File: config.mk
export PLATFORM = sky130hd
export DESIGN_NAME = if_fetch_unit
export DESIGN_NICKNAME = d
export VERILOG_FILES = /design/src/rtl/if_fetch_unit_pkg.sv /design/src/rtl/if_fetch_unit_prefetch_buf.sv /design/src/rtl/if_fetch_unit.sv
export SDC_FILE = /design/constraint.sdc
export NUM_CORES = 1
export LEC_CHECK = 0
export CORE_MARGIN = 2
export CORE_UTILIZATION = 54
export CTS_BUF_LIST = sky130_fd_sc_hd__clkbuf_2
export CTS_CLUSTER_SIZE = 20
export DETAILED_ROUTE_END_ITERATION = 7
export MAX_ROUTING_LAYER = met4
export PLACE_DENSITY = 0.84
export SYNTH_ARGS = -nofsm -noshare
export SYNTH_HDL_FRONTEND = slang
export SYNTH_SLANG_ARGS = --single-unit
File: constraint.sdc
create_clock -name clk -period 18.2 [get_ports clk]
set_input_delay 3.64 -clock clk [delete_from_list [all_inputs] [get_ports clk]]
set_output_delay 3.64 -clock clk [all_outputs]
set_load 0.005 [all_outputs]
File: src/rtl/if_fetch_unit_pkg.sv
// Shared types and constants for the instruction fetch stage.
package if_fetch_unit_pkg;

    localparam int unsigned WORD_ADDR_W = 30;
    localparam int unsigned WORD_DATA_W = 32;

    typedef logic [WORD_ADDR_W-1:0] word_addr_t;
    typedef logic [WORD_DATA_W-1:0] word_data_t;

    localparam word_data_t ISA_NOP  = 32'h0;
    localparam logic       READ     = 1'b1;
    localparam logic       ENABLE_  = 1'b0;
    localparam logic       DISABLE_ = 1'b1;

    typedef enum logic [1:0] {
        IF_STATE_IDLE,
        IF_STATE_REQ,
        IF_STATE_ACCESS
    } if_state_e;

    typedef struct packed {
        word_addr_t pc;
        word_data_t insn;
    } fetch_entry_t;

endpackage

File: src/rtl/if_fetch_unit_prefetch_buf.sv
// Prefetch FIFO of {pc, insn} entries with synchronous clear and active-low reset.
module if_prefetch_buf
    import if_fetch_unit_pkg::*;
#(
    parameter int unsigned DEPTH = 2,
    localparam int unsigned PTR_W = $clog2(DEPTH),
    localparam int unsigned CNT_W = $clog2(DEPTH) + 1
) (
    input  logic             clk,
    input  logic             reset,
    input  logic             clear_i,
    input  logic             push_i,
    input  logic             pop_i,
    input  fetch_entry_t     wr_entry_i,
    output fetch_entry_t     head_o,
    output logic [CNT_W-1:0] count_o,
    output logic             empty_o
);
    fetch_entry_t     mem_q [DEPTH];
    logic [PTR_W-1:0] wr_ptr_q, wr_ptr_d, rd_ptr_q, rd_ptr_d;
    logic [CNT_W-1:0] count_q, count_d;

    // Next pointer and occupancy; clear wins over push/pop.
    always_comb begin
        wr_ptr_d = wr_ptr_q;
        rd_ptr_d = rd_ptr_q;
        count_d  = count_q;
        if (clear_i) begin
            wr_ptr_d = '0;
            rd_ptr_d = '0;
            count_d  = '0;
        end else begin
            if (push_i) wr_ptr_d = wr_ptr_q + PTR_W'(1);
            if (pop_i)  rd_ptr_d = rd_ptr_q + PTR_W'(1);
            count_d = count_q + CNT_W'(push_i) - CNT_W'(pop_i);
        end
    end

    // Pointer and count registers.
    always_ff @(posedge clk) begin
        if (!reset) begin
            wr_ptr_q <= '0;
            rd_ptr_q <= '0;
            count_q  <= '0;
        end else begin
            wr_ptr_q <= wr_ptr_d;
            rd_ptr_q <= rd_ptr_d;
            count_q  <= count_d;
        end
    end

    // Storage write; contents need no reset since occupancy gates reads.
    always_ff @(posedge clk) begin
        if (push_i && !clear_i) mem_q[wr_ptr_q] <= wr_entry_i;
    end

    assign head_o  = mem_q[rd_ptr_q];
    assign count_o = count_q;
    assign empty_o = (count_q == '0);

endmodule

File: src/rtl/if_fetch_unit.sv
// Instruction fetch stage: bus master for instruction reads, prefetch buffer, IF/ID register.
module if_fetch_unit
    import if_fetch_unit_pkg::*;
#(
    parameter word_addr_t  RESET_VECTOR = 30'h0,
    parameter int unsigned BUF_DEPTH    = 2
) (
    input  logic                   clk,
    input  logic                   reset,
    input  logic                   stall,
    input  logic                   flush,
    input  logic [WORD_ADDR_W-1:0] new_pc,
    input  logic                   br_taken,
    input  logic [WORD_ADDR_W-1:0] br_addr,
    output logic                   bus_req_,
    input  logic                   bus_grnt_,
    output logic                   bus_as_,
    output logic                   bus_rw,
    output logic [WORD_ADDR_W-1:0] bus_addr,
    output logic [WORD_DATA_W-1:0] bus_wr_data,
    input  logic [WORD_DATA_W-1:0] bus_rd_data,
    input  logic                   bus_rdy_,
    output logic [WORD_ADDR_W-1:0] if_pc,
    output logic [WORD_DATA_W-1:0] if_insn,
    output logic                   if_en,
    output logic                   busy
);
    localparam int unsigned      CNT_W     = $clog2(BUF_DEPTH) + 1;
    localparam logic [CNT_W-1:0] DEPTH_CNT = CNT_W'(BUF_DEPTH);

    if_state_e        state_q, state_d;
    word_addr_t       fetch_pc_q, fetch_pc_d, acc_addr_q, acc_addr_d;
    word_addr_t       if_pc_q, if_pc_d, fetch_src, target;
    word_data_t       if_insn_q, if_insn_d;
    logic             discard_q, discard_d, if_en_q, if_en_d;
    logic             redir, rdy_hit, push, pop, start, room, buf_empty;
    logic [CNT_W-1:0] buf_count, count_nx;
    fetch_entry_t     head, wr_entry;

    assign redir    = flush | (br_taken & ~stall);
    assign target   = flush ? new_pc : br_addr;
    assign rdy_hit  = (state_q == IF_STATE_ACCESS) && !bus_rdy_;
    assign push     = rdy_hit & ~discard_q & ~redir;
    assign pop      = ~flush & ~stall & ~br_taken & ~buf_empty;
    assign count_nx = redir ? '0 : buf_count + CNT_W'(push) - CNT_W'(pop);
    assign room     = count_nx < DEPTH_CNT;
    assign wr_entry = '{pc: acc_addr_q, insn: bus_rd_data};

    if_prefetch_buf #(.DEPTH(BUF_DEPTH)) u_buf (
        .clk        (clk),
        .reset      (reset),
        .clear_i    (redir),
        .push_i     (push),
        .pop_i      (pop),
        .wr_entry_i (wr_entry),
        .head_o     (head),
        .count_o    (buf_count),
        .empty_o    (buf_empty)
    );

    // Fetch FSM state register.
    always_ff @(posedge clk) begin
        if (!reset) state_q <= IF_STATE_IDLE;
        else        state_q <= state_d;
    end

    // Fetch FSM next state: credit-limited request, back-to-back access while space and grant remain.
    always_comb begin
        state_d = state_q;
        case (state_q)
            IF_STATE_IDLE:   if (!redir && buf_count < DEPTH_CNT) state_d = IF_STATE_REQ;
            IF_STATE_REQ:    if (!redir && !bus_grnt_) state_d = IF_STATE_ACCESS;
            IF_STATE_ACCESS: if (rdy_hit) state_d = (!bus_grnt_ && room) ? IF_STATE_ACCESS : IF_STATE_IDLE;
            default:         state_d = IF_STATE_IDLE;
        endcase
    end

    // Bus outputs decoded from the current state.
    always_comb begin
        bus_req_    = DISABLE_;
        bus_as_     = DISABLE_;
        bus_addr    = '0;
        busy        = 1'b0;
        bus_rw      = READ;
        bus_wr_data = '0;
        case (state_q)
            IF_STATE_REQ: begin
                bus_req_ = ENABLE_;
                busy     = 1'b1;
            end
            IF_STATE_ACCESS: begin
                bus_req_ = ENABLE_;
                bus_as_  = ENABLE_;
                bus_addr = acc_addr_q;
                busy     = 1'b1;
            end
            default: ;
        endcase
    end

    // Fetch address bookkeeping. The in-flight address lives in acc_addr so fetch_pc can take a
    // redirect target mid-access; fetch_pc advances when an access starts, not when it completes.
    always_comb begin
        fetch_src  = redir ? target : fetch_pc_q;
        start      = (state_d == IF_STATE_ACCESS) && ((state_q == IF_STATE_REQ) || rdy_hit);
        fetch_pc_d = fetch_src;
        acc_addr_d = acc_addr_q;
        if (start) begin
            acc_addr_d = fetch_src;
            fetch_pc_d = fetch_src + WORD_ADDR_W'(1);
        end
        discard_d = discard_q;
        if (rdy_hit)                                  discard_d = 1'b0;
        else if (redir && state_q == IF_STATE_ACCESS) discard_d = 1'b1;
    end

    // IF/ID register next value: flush > stall > branch > FIFO head > bubble.
    always_comb begin
        if_pc_d   = if_pc_q;
        if_insn_d = if_insn_q;
        if_en_d   = if_en_q;
        if (flush) begin
            if_en_d   = 1'b0;
            if_insn_d = ISA_NOP;
            if_pc_d   = new_pc;
        end else if (!stall) begin
            if (br_taken || buf_empty) begin
                if_en_d   = 1'b0;
                if_insn_d = ISA_NOP;
            end else begin
                if_en_d   = 1'b1;
                if_pc_d   = head.pc;
                if_insn_d = head.insn;
            end
        end
    end

    // Datapath registers.
    always_ff @(posedge clk) begin
        if (!reset) begin
            fetch_pc_q <= RESET_VECTOR;
            acc_addr_q <= '0;
            discard_q  <= 1'b0;
            if_pc_q    <= RESET_VECTOR;
            if_insn_q  <= ISA_NOP;
            if_en_q    <= 1'b0;
        end else begin
            fetch_pc_q <= fetch_pc_d;
            acc_addr_q <= acc_addr_d;
            discard_q  <= discard_d;
            if_pc_q    <= if_pc_d;
            if_insn_q  <= if_insn_d;
            if_en_q    <= if_en_d;
        end
    end

    assign if_pc   = if_pc_q;
    assign if_insn = if_insn_q;
    assign if_en   = if_en_q;

endmodule

After elaboration in Yosys (flattened, before gate mapping)
Memory sizes are Yosys's and may differ from the RTL's. A register that Yosys moved wholly into a read port is not among the register bits. Cells that the tools add are included.

Flip-flop bits (word level): 130. Input bits: 99. Bits in writable memories: 124. Memories kept: 1.

Add/subtract/negate cells: 5. Bitwise operators: 14. Magnitude comparators: 2. Eq/ne operators: 5. Muxes and demuxes: 22. Reductions and logical operators: 19.

Memory list: u_buf.mem_q (depth 2, bits a word 62, rd ports 1, clocked after memory_dff 1, wr ports 1, RTL line if_fetch_unit_prefetch_buf.sv:19) `fetch_entry_t mem_q [DEPTH];`.

Operators by type and width (number): $mux 30 (7); $mux 32 (1); $add 30x1->30 const B (1); $mux 2 (5); $mux 1 (8); $reduce_or 2->1 (4); $logic_and 1x1->1 (7); $not 1->1 (7); $and 1x1->1 (6); $pmux 2 s3 (1); $eq 2x2->1 const B (2); $logic_not 2->1 (2); $lt 2x2->1 const B (2); $logic_not 1->1 (3); $add 1x1->1 const B (2); $add 2x1->2 (1); $eq 2x1->1 const B (1); $logic_or 1x1->1 (2); $ne 2x1->1 const B (1); $ne 2x2->1 const B (1); $reduce_and 2->1 (1); $sub 2x1->2 (1); $or 1x1->1 (1).

Logic depth before layout (Yosys ltp)
Gate-level depths: netlist of the first run.

Word-level depth: 16. Depth in mapped cells: 19. Depth with buffers taken out: 12.

Hierarchy
From an unflattened synthesis of the first run, not the netlist that was laid out.

Cell total of the unflattened synthesis: 981. Area total of the unflattened synthesis: 11478.5 um^2.

By module, submodules not included: if_fetch_unit (cells an instance 766, times used 1, sequential area each 2522.4 um^2, area each 6478.7 um^2); if_prefetch_buf (cells an instance 215, times used 1, sequential area each 3823.7 um^2, area each 4999.8 um^2).

Least setup slack after synthesis of the first run
Ideal clock, no wire load.

Path type: in2reg. Start: input port flush. End: memory u_buf.mem_q[0][0] (netlist name), enable pin. Buffers on the path: 6. Path slack: 9.852 ns. Cell stages on the path: 8. Arrival: 7.858 ns. Library setup time: 0.490 ns. Required time: 17.710 ns. Cell sequence: buf_6 > buf_8 > buf_2 > buf_2 > buf_2 > clkbuf_1 > nor4_1 > nor2b_1.

Word-level cells in the longest chain between the ends: 6.

Ends and longest elaborated chain: start, declared (RTL line if_fetch_unit.sv:11) `input logic flush,`; $or 1x1->1 * (RTL line if_fetch_unit.sv:40) `assign redir = flush | (br_taken & ~stall);`; $not 1->1 (RTL line if_fetch_unit.sv:43) `assign push = rdy_hit & ~discard_q & ~redir;`; $and 1x1->1 (RTL line if_fetch_unit.sv:43); $logic_and 1x1->1 * (RTL line if_fetch_unit_prefetch_buf.sv:54) `if (push_i && !clear_i) mem_q[wr_ptr_q] <= wr_entry_i;`; $mux 1 * (RTL line if_fetch_unit_prefetch_buf.sv:54); $mux 1 (implied by the code) * (RTL line if_fetch_unit_prefetch_buf.sv:54); end, declared (RTL line if_fetch_unit_prefetch_buf.sv:19).

Every way passes the cells marked *; elsewhere a longest branch is shown, timed or not.

Worst setup path in the final report of the first run
Start: input port br_taken. End: register fetch_pc_q[27].

Word-level cells in the longest chain between the ends: 15.

Ends and longest elaborated chain: start, declared (RTL line if_fetch_unit.sv:13) `input logic br_taken,`; $and 1x1->1 (RTL line if_fetch_unit.sv:40); $or 1x1->1 (RTL line if_fetch_unit.sv:40); $not 1->1 (RTL line if_fetch_unit.sv:43); $and 1x1->1 (RTL line if_fetch_unit.sv:43); $add 2x1->2 (RTL line if_fetch_unit.sv:45) `assign count_nx = redir ? '0 : buf_count + CNT_W'(push) - CNT_W'(pop);`; $sub 2x1->2 (RTL line if_fetch_unit.sv:45); $mux 2; $lt 2x2->1 (RTL line if_fetch_unit.sv:46) `assign room = count_nx < DEPTH_CNT;`; $logic_and 1x1->1 (RTL line if_fetch_unit.sv:73) `IF_STATE_ACCESS: if (rdy_hit) state_d = (!bus_grnt_ && room) ? IF_STATE_ACCESS : IF_STATE_IDLE;`; $mux 2 (2 in series) (RTL line if_fetch_unit.sv:73); $pmux 2 s3 (RTL line if_fetch_unit.sv:70) `case (state_q)`; $eq 2x2->1 (RTL line if_fetch_unit.sv:105) `start = (state_d == IF_STATE_ACCESS) && ((state_q == IF_STATE_REQ) || rdy_hit);`; $logic_and 1x1->1 (RTL line if_fetch_unit.sv:105); $mux 30 * (RTL line if_fetch_unit.sv:108) `if (start) begin`; end signal, assigned (RTL line if_fetch_unit.sv:148) `fetch_pc_q <= fetch_pc_d;`; end, declared (RTL line if_fetch_unit.sv:32) `word_addr_t fetch_pc_q, fetch_pc_d, acc_addr_q, acc_addr_d;`.

Marked as above. A chain may end at the register's enable or synchronous reset.

==> results of run 1 <==
[power breakdown]
group,internal (mW),switching (mW),total [mW]
registers,0.607,0.00447,0.611
logic,0.0446,0.0454,0.0899
clock network,0.144,0.224,0.368
total,0.795,0.274,1.07
[cell families after synthesis]
kind of cell	Yosys count	share of synthesized area
buf+inv	113	0.0555
compound gates	197	0.123
mux	84	0.0803
xor+xnor	15	0.0132
fa+ha+maj	7	0.00799
simple gates	303	0.141
flops	255	0.579
other cells	2	0.000685
[cells in the mapped netlist, types with 13 or more instances]
cell / instances / area, um2
buf_4: 37 / 278
dfxtp_1: 131 / 2620
and2_1: 48 / 300
nand2_1: 109 / 409
a22oi_1: 32 / 240
o21a_1: 16 / 120
mux2_2: 32 / 360
mux2i_1: 52 / 521
clkbuf_1: 45 / 169
edfxtp_1: 124 / 3720
nor2_1: 75 / 282
o211ai_1: 13 / 97.6
a21oi_1: 66 / 330
a211oi_1: 18 / 135
[area by class of cell]
class                   instances  area [um2]
clock buffers                  98         490
inverters                      11        41.3
well taps                     270         338
flip-flops and latches        255        6350
fillers                      1533        6670
clock inverters                19        76.3
multi-input cells             639        4140
repair buffers                203        2000
[cell usage in the layout (no fill, tap or decap), types with 12 or more instances in the layout]
cell type	Yosys	layout
clkinv_1	0	12
dfxtp_1	131	130
clkbuf_2	0	98
a211oi_1	18	18
a21oi_1	66	66
a22oi_1	32	32
and2_1	48	47
clkdlybuf4s50_1	0	192
edfxtp_1	124	124
mux2_2	32	32
o21ai_0	12	12
conb_1	2	33
nand2_1	109	109
o21a_1	16	16
mux2i_1	52	52
nor2_1	75	75
o211ai_1	13	13
[flip-flops by register name (all words and copies together), names as in the netlist, named ones only]
name	cells
u_buf.mem_q	124
u_buf.rd_ptr_q	1
u_buf.count_o	2
state_q	2
u_buf.wr_ptr_q	1
discard_q	1
if_insn	32
acc_addr_q	30
if_en	1
if_pc	30
fetch_pc_q	30
[metal layers]
metal | share of wire | up-vias | global-route usage | routed length [um]
li1 | - | 3901 | - | -
met1 | 0.43 | 3922 | 0.315 | 11300
met2 | 0.47 | 346 | 0.395 | 12400
met3 | 0.073 | 50 | 0.0506 | 1920
met4 | 0.026 | 0 | 0.0985 | 678
met5 | 0 | - | - | 0
[worst min-delay path by stage]
| stage | cells after the start | end | from |
|---|---|---|---|
| finish | 0 | u_buf.mem_q[0][54]$_DFFE_PP_ | acc_addr_q[22]$_SDFFE_PN0P_ |
| global route | 0 | u_buf.mem_q[1][52]$_DFFE_PP_ | acc_addr_q[20]$_SDFFE_PN0P_ |
| CTS | 0 | u_buf.mem_q[1][52]$_DFFE_PP_ | acc_addr_q[20]$_SDFFE_PN0P_ |
| detailed placement | 0 | u_buf.mem_q[0][54]$_DFFE_PP_ | acc_addr_q[22]$_SDFFE_PN0P_ |
| global placement | 0 | u_buf.mem_q[0][52]$_DFFE_PP_ | acc_addr_q[20]$_SDFFE_PN0P_ |
| floorplan | 0 | u_buf.mem_q[0][32]$_DFFE_PP_ | acc_addr_q[0]$_SDFFE_PN0P_ |
[through the flow]
stage / power, mW / area, um2 / utilization
6_report: 1.07 / 13400 / 0.668
5_1_grt: 1.12 / 13400 / 0.668
4_1_cts: 1.08 / 13400 / 0.668
3_5_place_dp: 0.713 / 12900 / 0.640
3_3_place_gp: 0.711 / 12900 / 0.640
2_1_floorplan: 0.676 / 11100 / -
==> out/qor.txt, run 1 <==
CP Buf/Inv Count = 2
Largest net degree at the start of global routing = 82
Vias in the first global route = 8164
CTS tree = built
Detailed Route WL = 26400 um
Clk Latency, worst-skew pair = 0.75 ns
Critical Path Max Stage Delay = 0.84 ns
CP startpoint kind = input port
Final std cells w/o fill = 1495
Slew margin rel. = 0.173
I/O pins = 228
Clock Pin Slew Worst Setup and Hold Paths = 0.11 ns
Area grow syn2layout = 22.6%
FF-to-FF path depth = 13
Pre-Repair DR Iteration Count = 5
Final #Nets = 1282
CP endpoint = fetch_pc_q[27]$_SDFF_PN0_
Final setup vio count = 0
Placed insts = 1378
Core area = 20100 um2
Levels on crit path = 12
Drt wl/cell = 17.6 um
Largest delay share family, worst path = simple AND/OR/NAND/NOR gates
Htree depth = 3
Reg2Reg Launch Point = state_q[0]$_SDFF_PN0_
Gr usage total = 0.249
Cell count after synthesis = 976
Synth Area per Inst = 11.2 um2
Least-Margin Pin Slew = 1.24 ns
Diode count = 0
Grt ovf = 0
Critical Path, Cell by Cell = clkdlybuf4s50_1 > nor2b_1 > nor4_1 > ha_1 > xnor3_1 > nor3_1 > nor3_1 > o211a_1 > buf_4 > nand4_1 > or4_1 > a21oi_1
Antenna-violating nets left = 0
CP max FO = 40
Synthesized cell area = 11000 um2
Final setup margin = 10.37 ns
Dpl ws = 9.75 ns
Total CTS buffers = 66
Crit path capture type = flip-flop
RR Endpoint = fetch_pc_q[27]$_SDFF_PN0_
Drt via density = 5.50
Leak = 4.83 nW
RSZ-0062 raised after global routing = false
Register area share after synthesis = 0.579
Hold_ws = 0.482 ns
Worst min path class = reg2reg
Initial antenna violation count = 0
Worst EP arrival = 8.51 ns
Via count = 8219
Post-DP HPWL = 16800 um
Slew Limit Fails = 0
TNS Setup = 0 ns
Count of state elements after synthesis = 255
Post-cts sizing count = 0
Clock Path Buffers = 3
Layout cells sized above 1 = 0.143
Slowest-stage cell, CP = clkdlybuf4s50_1
Crit path from = br_taken
Worst reg-to-reg setup slack = 12.84 ns
Die area = 21500 um2
Clock Sinks = 255
Min cycle time layout = 7.83 ns
YS warnings = 0
EDFF count, synth = 124
First DRT Iteration DRCs = 406
Run status = finished, final reports clean
CTS Hold Bufs = 0
Post-synthesis async set-or-reset flop share = 0
Die X = 146 um
Crit share post-route = 0.430
Global-route wire length before repair = 41200 um
Peak supply drop = 0.0000430 V
Critical Path Most Common Cell = nor3_1
Unique cell type count in the Yosys netlist = 63
Initial Utilization = 0.545
Ys flop type = dfxtp_1
# rows = 52
Routability cong. = 0.874
Clk_skew = 0.0411 ns
Hold Fails Final Rpt = 0
CTS Root Cell = clkbuf_2
Critical path class = in2reg
Power per cell area = 79.5 nW/um2
DRC = 0
Post-CTS Setup Bufs = 0
Port Buf Inserts = 194
Max-cap viol count = 0
Max Freq = 128 MHz
Die H = 146 um
Data required time of the critical path = 18.88 ns
Power figures use the tool's default switching activity.
==> inputs of run 2 (changes only) <==
--- a/config.mk
+++ b/config.mk
@@ -6,12 +6,12 @@
 export NUM_CORES = 1
 export LEC_CHECK = 0
 export CORE_MARGIN = 2
-export CORE_UTILIZATION = 54
+export CORE_UTILIZATION = 53
 export CTS_BUF_LIST = sky130_fd_sc_hd__clkbuf_2
 export CTS_CLUSTER_SIZE = 20
 export DETAILED_ROUTE_END_ITERATION = 7
 export MAX_ROUTING_LAYER = met4
-export PLACE_DENSITY = 0.84
+export PLACE_DENSITY = 0.82
 export SYNTH_ARGS = -nofsm -noshare
 export SYNTH_HDL_FRONTEND = slang
 export SYNTH_SLANG_ARGS = --single-unit
==> constraint.sdc (replaced) <==
create_clock -name clk -period 7.7 [get_ports clk]
set_input_delay 1.54 -clock clk [delete_from_list [all_inputs] [get_ports clk]]
set_output_delay 1.54 -clock clk [all_outputs]
set_load 0.005 [all_outputs]
==> run 2 against run 1 <==
  * Clock power grew to 2.7 times the previous value
  * Flip-flop and latch count unchanged
  * Via count rose by 0.84%
  * Largest cell class unchanged
  * Total power rose by 150%
  * Global-route usage about the same
  * Clock-buffer cell count grew 7
  * Final cell count increased by 0.33%
  * Die area up 1.8%
  * Highest routed layer unchanged
  * Combinational power up 140%
  * Worst hold slack worse by 0.0023 ns
==> out/qor.txt, run 2 (synthesized netlist as in run 1, its figures left out) <==
Global-route wire length before repair = 41800 um
Area grow syn2layout = 23.6%
Die H = 148 um
Top layer in use = met4
CP startpoint kind = input port
Hold Fails Final Rpt = 0
Post-CTS Setup Bufs = 0
Min cycle time layout = 5.72 ns
Via count = 8288
CP max FO = 51
Slew Limit Fails = 0
Slew margin rel. = 0.225
TNS Setup = 0 ns
Min-delay src = acc_addr_q[8]$_SDFFE_PN0P_
Grt ovf = 0
Antenna-violating nets left = 0
Detailed Route WL = 26800 um
Placed Area = 12900 um2
Power per cell area = 197 nW/um2
Htree depth = 3
Core area = 20300 um2
Worst Hold End = u_buf.mem_q[0][40]$_DFFE_PP_
Reg2Reg Launch Point = state_q[0]$_SDFF_PN0_
Max Freq = 175 MHz
Critical path class = in2reg
Final #Nets = 1285
Drt wl/cell = 17.9 um
Routed wl met2 = 12700 um
Crit share post-route = 0.743
Pre-Repair DR Iteration Count = 5
Worst EP arrival = 6.42 ns
Run status = finished, final reports clean
Max-cap viol count = 0
Clk_skew = 0.0741 ns
Initial Utilization = 0.540
Initial antenna violation count = 0
Max reg flops = 124
CTS tree = built
Layout cells sized above 1 = 0.148
Drt via density = 5.53
Met3 wire length = 1900 um
Die X = 148 um
Vias in the first global route = 8158
Largest net degree at the start of global routing = 71
Least-Margin Pin Slew = 1.16 ns
DRC = 0
CTS Hold Bufs = 0
Post-DP HPWL = 16900 um
Clock Path Buffers = 3
Total CTS buffers = 67
Leak = 4.88 nW
Clock Pin Slew Worst Setup and Hold Paths = 0.10 ns
Post-cts sizing count = 0
Fill count = 1616
Largest Register = u_buf.mem_q
# rows = 52
Most frequent cells in the layout = 192 x clkdlybuf4s50_1, 130 x dfxtp_1, 124 x edfxtp_1
Diode count = 0
Routability cong. = 0.845
Port Buf Inserts = 194
First DRT Iteration DRCs = 503
Clk Latency, worst-skew pair = 0.81 ns
RR Endpoint = fetch_pc_q[27]$_SDFF_PN0_
Hold Crit Depth = 0
Crit path capture type = flip-flop
Worst min path class = reg2reg
CTS Root Cell = clkbuf_2
FF-to-FF path depth = 13
Final setup vio count = 0
Commonest non-fill, non-tap cell in the layout = clkdlybuf4s50_1
RSZ-0062 raised after global routing = false
Hold_ws = 0.480 ns
Peak supply drop = 0.000110 V
Worst reg-to-reg setup slack = 2.34 ns
Final Cell Area = 13500 um2
Clock Sinks = 255
Die area = 21900 um2
I/O pins = 228
Data required time of the critical path = 8.39 ns
Met1 WL = 11600 um
Gr usage total = 0.249
-- run 2: changes by cell type in the layout (fill, tap and decap cells not counted) --
cell | before | now
inv_2 | 4 | 3
buf_4 | 9 | 11
clkinv_1 | 12 | 10
clkinv_2 | 4 | 0
bufinv_16 | 0 | 3
clkbuf_2 | 98 | 105
-- run 2: power by group --
part | switching (mW) | internal [mW]
sequential | 0.0109 | 1.43
clock | 0.548 | 0.458
combinational | 0.109 | 0.106
total | 0.668 | 2.00
-- run 2: final cells by class --
type / instances / area (um2) / share of cell area
sequential: 255 / 6350 / 0.469
multi-input combinational: 639 / 4140 / 0.306
timing repair buffer: 205 / 2010 / 0.149
clock buffer: 105 / 526 / 0.0388
tap: 270 / 338 / 0.0249
clock inverter: 15 / 135 / 0.00997
inverter: 11 / 41.3 / 0.00305
-- run 2: worst max path at each step --
stage | startpoint | end | slack [ns]
6_report | stall | fetch_pc_q[27]$_SDFF_PN0_ | 1.98
5_1_grt | stall | fetch_pc_q[27]$_SDFF_PN0_ | 1.58
4_1_cts | stall | fetch_pc_q[27]$_SDFF_PN0_ | 2.12
3_5_place_dp | stall | fetch_pc_q[29]$_SDFF_PN0_ | 1.34
3_3_place_gp | stall | fetch_pc_q[29]$_SDFF_PN0_ | 1.59
2_1_floorplan | flush | u_buf.mem_q[0][0]$_DFFE_PP_ | 1.45
-- run 2: worst max-delay path, cell delays in order --
cell	delay, ns
buf_2	0.73
nor2b_1	0.41
nor4_1	0.74
ha_1	0.29
xnor3_1	0.17
nor3_1	0.06
nor3_1	0.28
o211a_1	0.18
buf_4	0.37
nand4_1	0.73
or4_1	0.75
a21oi_1	0.15
-- run 2: metrics by stage --
| step | std cells | power [mW] | worst slack [ns] | utilization |
|---|---|---|---|---|
| 6_report | 1500 | 2.67 | 1.98 | 0.667 |
| 5_1_grt | 1500 | 2.78 | 1.58 | 0.667 |
| 4_1_cts | 1500 | 2.69 | 2.12 | 0.667 |
| 3_5_place_dp | 1380 | 1.69 | 1.34 | 0.635 |
| 3_3_place_gp | 1380 | 1.68 | 1.59 | 0.635 |
| 2_1_floorplan | 1007 | 1.60 | 1.45 | - |
-- run 2: layer usage --
layer	up-vias	GRT usage
met3	47	0.0577
met4	0	0.0857
met5	-	-
met1	3991	0.318
li1	3910	-
met2	340	0.394
==> RTL change 1: new RTL, config.mk and constraints of run 1 <==
The 3 states of `if_state_e` get a one-hot encoding in 3 bits.
--- a/src/rtl/if_fetch_unit_pkg.sv
+++ b/src/rtl/if_fetch_unit_pkg.sv
@@ -12,10 +12,10 @@
     localparam logic       ENABLE_  = 1'b0;
     localparam logic       DISABLE_ = 1'b1;
 
-    typedef enum logic [1:0] {
-        IF_STATE_IDLE,
-        IF_STATE_REQ,
-        IF_STATE_ACCESS
+    typedef enum logic [2:0] {
+        IF_STATE_IDLE   = 3'b001,
+        IF_STATE_REQ    = 3'b010,
+        IF_STATE_ACCESS = 3'b100
     } if_state_e;
 
     typedef struct packed {
Formal check against the unedited RTL: same outputs for any inputs over 4 cycles, from zero or initial values and one cycle with reset low; so few cycles prove little.
==> RTL change 1 against run 1 <==
Sequential cell count rose by 1; worst hold slack got worse by 0.033 ns; power rose by 4.5%; cell area rose by 0.20%; setup slack improved by 0.17 ns; synthesized area fell by 1.1%; non-clock buffer count rose by 4; die area fell by 1.1%; wire length rose by 4.5%; critical endpoint is now fetch_pc_q[26]; highest routed layer unchanged.
==> RTL change 1: results (changes against run 1) <==
[cells_and_area]
drive_gt1_frac = 0.1443  ; was 0.1429
nFillCells = 1483  ; was 1,533
layout.nets = 1278  ; was 1,282
regMostFlops = u_buf.mem_q  ; unchanged
largest_reg_flops = 124  ; unchanged

[place]
place_congestion = 0.8347  ; was 0.8741
hpwl_um = 17650  ; was 16,840 um
portBuffers = 194  ; unchanged

[logic_synthesis]
netlist_top_cells_count = dfxtp_1 (132), edfxtp_1 (124), nor2_1 (94)  ; was dfxtp_1 (131), edfxtp_1 (124), nand2_1 (109)
synth-main-ff-cell = dfxtp_1  ; unchanged
synth_area_leaders = edfxtp_1 (34%), dfxtp_1 (24%), mux2i_1 (4.2%)  ; was edfxtp_1 (34%), dfxtp_1 (24%), mux2i_1 (4.7%)
synth_edf_count = 124  ; unchanged
ys_seq_area_frac = 0.5871  ; was 0.5788
synth.distinct_cells = 62  ; was 63

[pwr]
p_switching_mw = 0.2755  ; was 0.2736 mW
p_leak_nw = 4.585  ; was 4.826 nW
irDropWorstVdd_uv = 44.11  ; was 43.03 uV

[route]
wirelength_um = 27550  ; was 26,370 um
dr.pass1.iters = 5  ; unchanged
vias = 8322  ; was 8,219
drtIter0Drc = 519  ; was 406

[grt]
grt_max_degree = 69  ; was 82
antenna_found_initial = 2  ; was 0
grtUsageTotal = 0.2644  ; was 0.2487
grt_first_pass_wirelength_um = 43260  ; was 41,210 um

[clock_tree]
cts_resized = 0  ; unchanged
cts_max_level = 3  ; unchanged
cts-root-buf = clkbuf_2  ; unchanged
clk_pin_slew_worst_paths_ns = 0.10
clock_latency_ns = 0.83  ; was 0.75 ns
clockBufferDepth = 3  ; unchanged

[critical_path]
path_max_fanout = 42  ; was 40
cp_slowest_cell = clkdlybuf4s50_1  ; unchanged
slowest_delay_ns = 0.75  ; was 0.84 ns
cp_top_family = simple AND/OR/NAND/NOR gates  ; unchanged
arrival_ns = 8.37  ; was 8.51 ns

[worst_hold_path]
hp-class = flip-flop to flip-flop  ; unchanged

[run_status]
outcome = finished, final reports clean  ; unchanged

[timing]
worst_slew_pin_slew_ns = 1.248  ; was 1.241 ns
fin_skew_ns = 0.05536  ; was 0.04110 ns

[RTL change 1: cell types whose count changed after synthesis, moves of 8 or more]
| cell | change |
|---|---|
| a21oi_1 | -8 |
| nand2_1 | -18 |
| xnor2_1 | +9 |
| nor4bb_1 | +8 |
| nor2_1 | +19 |
[RTL change 1: area by class of cell]
| type | instances | share of cell area |
|---|---|---|
| Antenna cell | 2 | 0.0003717 |
| Clock buffer | 103 | 0.03828 |
| Clock inverter | 16 | 0.01041 |
| Inverter | 13 | 0.003624 |
| Multi-Input combinational cell | 632 | 0.2989 |
| Sequential cell | 256 | 0.4731 |
| Tap cell | 265 | 0.02462 |
| Timing Repair Buffer | 207 | 0.1507 |
[RTL change 1: final timing paths]
check	from	endpoint	slack, ns	cells past startpoint
max	br_taken	fetch_pc_q[26]	10.54	14
min	acc_addr_q[20]	u_buf.mem_q[0][52]	0.45	0
max reg2reg	state_q[0]	fetch_pc_q[26]	13.53	12
min reg2reg	acc_addr_q[20]	u_buf.mem_q[0][52]	0.45	0
[RTL change 1: logic make-up after synthesis]
kind of cell,synth area share
simple gates,0.1485
flops,0.5871
compound gates,0.1100
buf+inv,0.05458
mux,0.07570
xor+xnor,0.01996
fa+ha+maj,0.003462
other cells,0.0006926
[RTL change 1: through the flow]
step | util | setup slack [ns] | total power [mW] | cell area [sq um] | instances
2_1_floorplan | - | 6.931 | 0.6722 | 10960 | 1000
3_3_place_gp | 0.6536 | 10.09 | 0.7077 | 12800 | 1373
3_5_place_dp | 0.6536 | 9.804 | 0.7093 | 12800 | 1373
4_1_cts | 0.6871 | 10.63 | 1.124 | 13460 | 1492
5_1_grt | 0.6874 | 10.32 | 1.167 | 13470 | 1494
6_report | 0.6874 | 10.54 | 1.117 | 13470 | 1494
[RTL change 1: worst register-to-register path, stage by stage, from the launching register on]
cell and delay [ns]:
dfxtp_1 0.40, nor3b_2 0.93, nand2_1 0.22, nor3_1 0.41
ha_1 0.25, xor3_1 0.25, a31oi_1 0.23, o22ai_1 0.18
or3_1 0.40, buf_4 0.29, or4_4 0.58, or3_1 0.32
a21oi_1 0.15
[RTL change 1: metal layers]
layer	GRT usage	up-vias	wire (um)
met1	0.3348	4011	11630
met3	0.05486	59	1990
met5	-	-	0
li1	-	3866	-
met4	0.1020	0	685
met2	0.4198	386	13240
[RTL change 1: power by group through the flow]
| stage | combinational [mW] | sequential [mW] | clock, mW |
|---|---|---|---|
| floorplan | 0.0476 | 0.625 | 0 |
| global placement | 0.0824 | 0.625 | 0 |
| detailed placement | 0.0839 | 0.625 | 0 |
| CTS | 0.0844 | 0.612 | 0.428 |
| global route | 0.0919 | 0.613 | 0.461 |
| finish | 0.0855 | 0.612 | 0.419 |
==> RTL change 2: new RTL, settings of run 1 <==
Without the edit above. The package constant `ENABLE_` goes from 1'b0 to 1'b1.
--- a/src/rtl/if_fetch_unit_pkg.sv
+++ b/src/rtl/if_fetch_unit_pkg.sv
@@ -9,7 +9,7 @@
 
     localparam word_data_t ISA_NOP  = 32'h0;
     localparam logic       READ     = 1'b1;
-    localparam logic       ENABLE_  = 1'b0;
+    localparam logic       ENABLE_  = 1'b1;
     localparam logic       DISABLE_ = 1'b1;
 
     typedef enum logic [1:0] {
Formal check against the unedited RTL: not equivalent (a bounded check fails within 4 cycles, from zero or initial values and one cycle with reset low).
==> RTL change 2 against run 1 <==
Wire length is 0.25% lower; synthesized area is 1.5% higher; global-route usage is 0.54 points lower; setup slack better by 0.57 ns; non-clock buffer count stayed put; sequential cell count stayed put; via count is 1.3% lower; clock power is 4% higher; power is 1.5% higher; cell area is 0.95% higher; critical path type unchanged; critical endpoint is now fetch_pc_q[28].
==> RTL change 2: results (changes against run 1) <==
[place]
hpwl_um = 16580  ; was 16,840 um
place_congestion = 0.8412  ; was 0.8741
portBuffers = 192  ; was 194

[worst_hold_path]
min_from = discard_q  ; was acc_addr_q[22]
whs_endpoint = discard_q  ; was u_buf.mem_q[0][54]
min_path_cells = 2  ; was 0

[route]
wirelength_um = 26310  ; was 26,370 um
wl_met1_um = 11070  ; was 11,340 um
drtIter0Drc = 453  ; was 406
drt-vias-per-instance = 5.476  ; was 5.498
route.met3.wl_um = 1750  ; was 1919 um
routed-wl-met2_um = 12990  ; was 12,430 um

[critical_path]
path_max_fanout = 53  ; was 40
cp_slowest_cell = or4_1  ; was clkdlybuf4s50_1
rrSetupSlack_ns = 13.64  ; was 12.84 ns
crit_path_end = fetch_pc_q[28]  ; was fetch_pc_q[27]
arrival_ns = 7.95  ; was 8.51 ns

[pwr]
pwr_density_cell_nw_per_um2 = 79.93  ; was 79.53 nW/um^2
irDropWorstVdd_uv = 58.97  ; was 43.03 uV
pwr-share-clk = 0.352  ; was 0.344
p_switching_mw = 0.2746  ; was 0.2736 mW
p_leak_nw = 4.988  ; was 4.826 nW

[logic_synthesis]
yosys-mux-area-fraction = 0.09639  ; was 0.08034
synth_xor_area_frac = 0.01383  ; was 0.01324
synth_area_leaders = edfxtp_1 (33%), dfxtp_1 (24%), mux2i_1 (6.3%)  ; was edfxtp_1 (34%), dfxtp_1 (24%), mux2i_1 (4.7%)
ys_seq_area_frac = 0.5705  ; was 0.5788

[timing]
relSlewSlack = 0.2810  ; was 0.1729
hold-worst-slack_ns = 0.4630  ; was 0.4820 ns

[grt]
met3_usage = 0.05525  ; was 0.05063
grtUsageTotal = 0.2432  ; was 0.2487
grt_use_met2 = 0.3937  ; was 0.3948
grt_max_degree = 70  ; was 82
grt_first_pass_wirelength_um = 40730  ; was 41,210 um

[run_status]
outcome = finished, final reports clean  ; unchanged

[clock_tree]
cts_buffers = 67  ; was 66
clock_latency_ns = 0.80  ; was 0.75 ns

[cells_and_area]
drive_gt1_frac = 0.1609  ; was 0.1429

-- RTL change 2: cell types whose count changed in the layout (fill, tap and decap cells not counted), moves of 8 or more --
cell	before	now
a21oi_1	66	36
nor2_1	75	110
mux2i_1	52	70
and2_1	47	36
a311o_2	2	10
and2_2	0	15
nand2_1	109	45
-- RTL change 2: cell type report --
class	count	area (sq um)
Clock buffer	99	495.5
Clock inverter	18	93.84
Fill cell	1534	6668
Inverter	16	60.06
Multi-Input combinational cell	621	4235
Sequential cell	255	6350
Tap cell	270	337.8
Timing Repair Buffer	203	1994
-- RTL change 2: stage by stage --
stage          cell area, sq um  setup slack [ns]  instances
2_1_floorplan             11250             9.943        994
3_3_place_gp              12980             10.30       1365
3_5_place_dp              12980             10.13       1365
4_1_cts                   13570             11.02       1482
5_1_grt                   13570             10.64       1482
6_report                  13570             10.94       1482
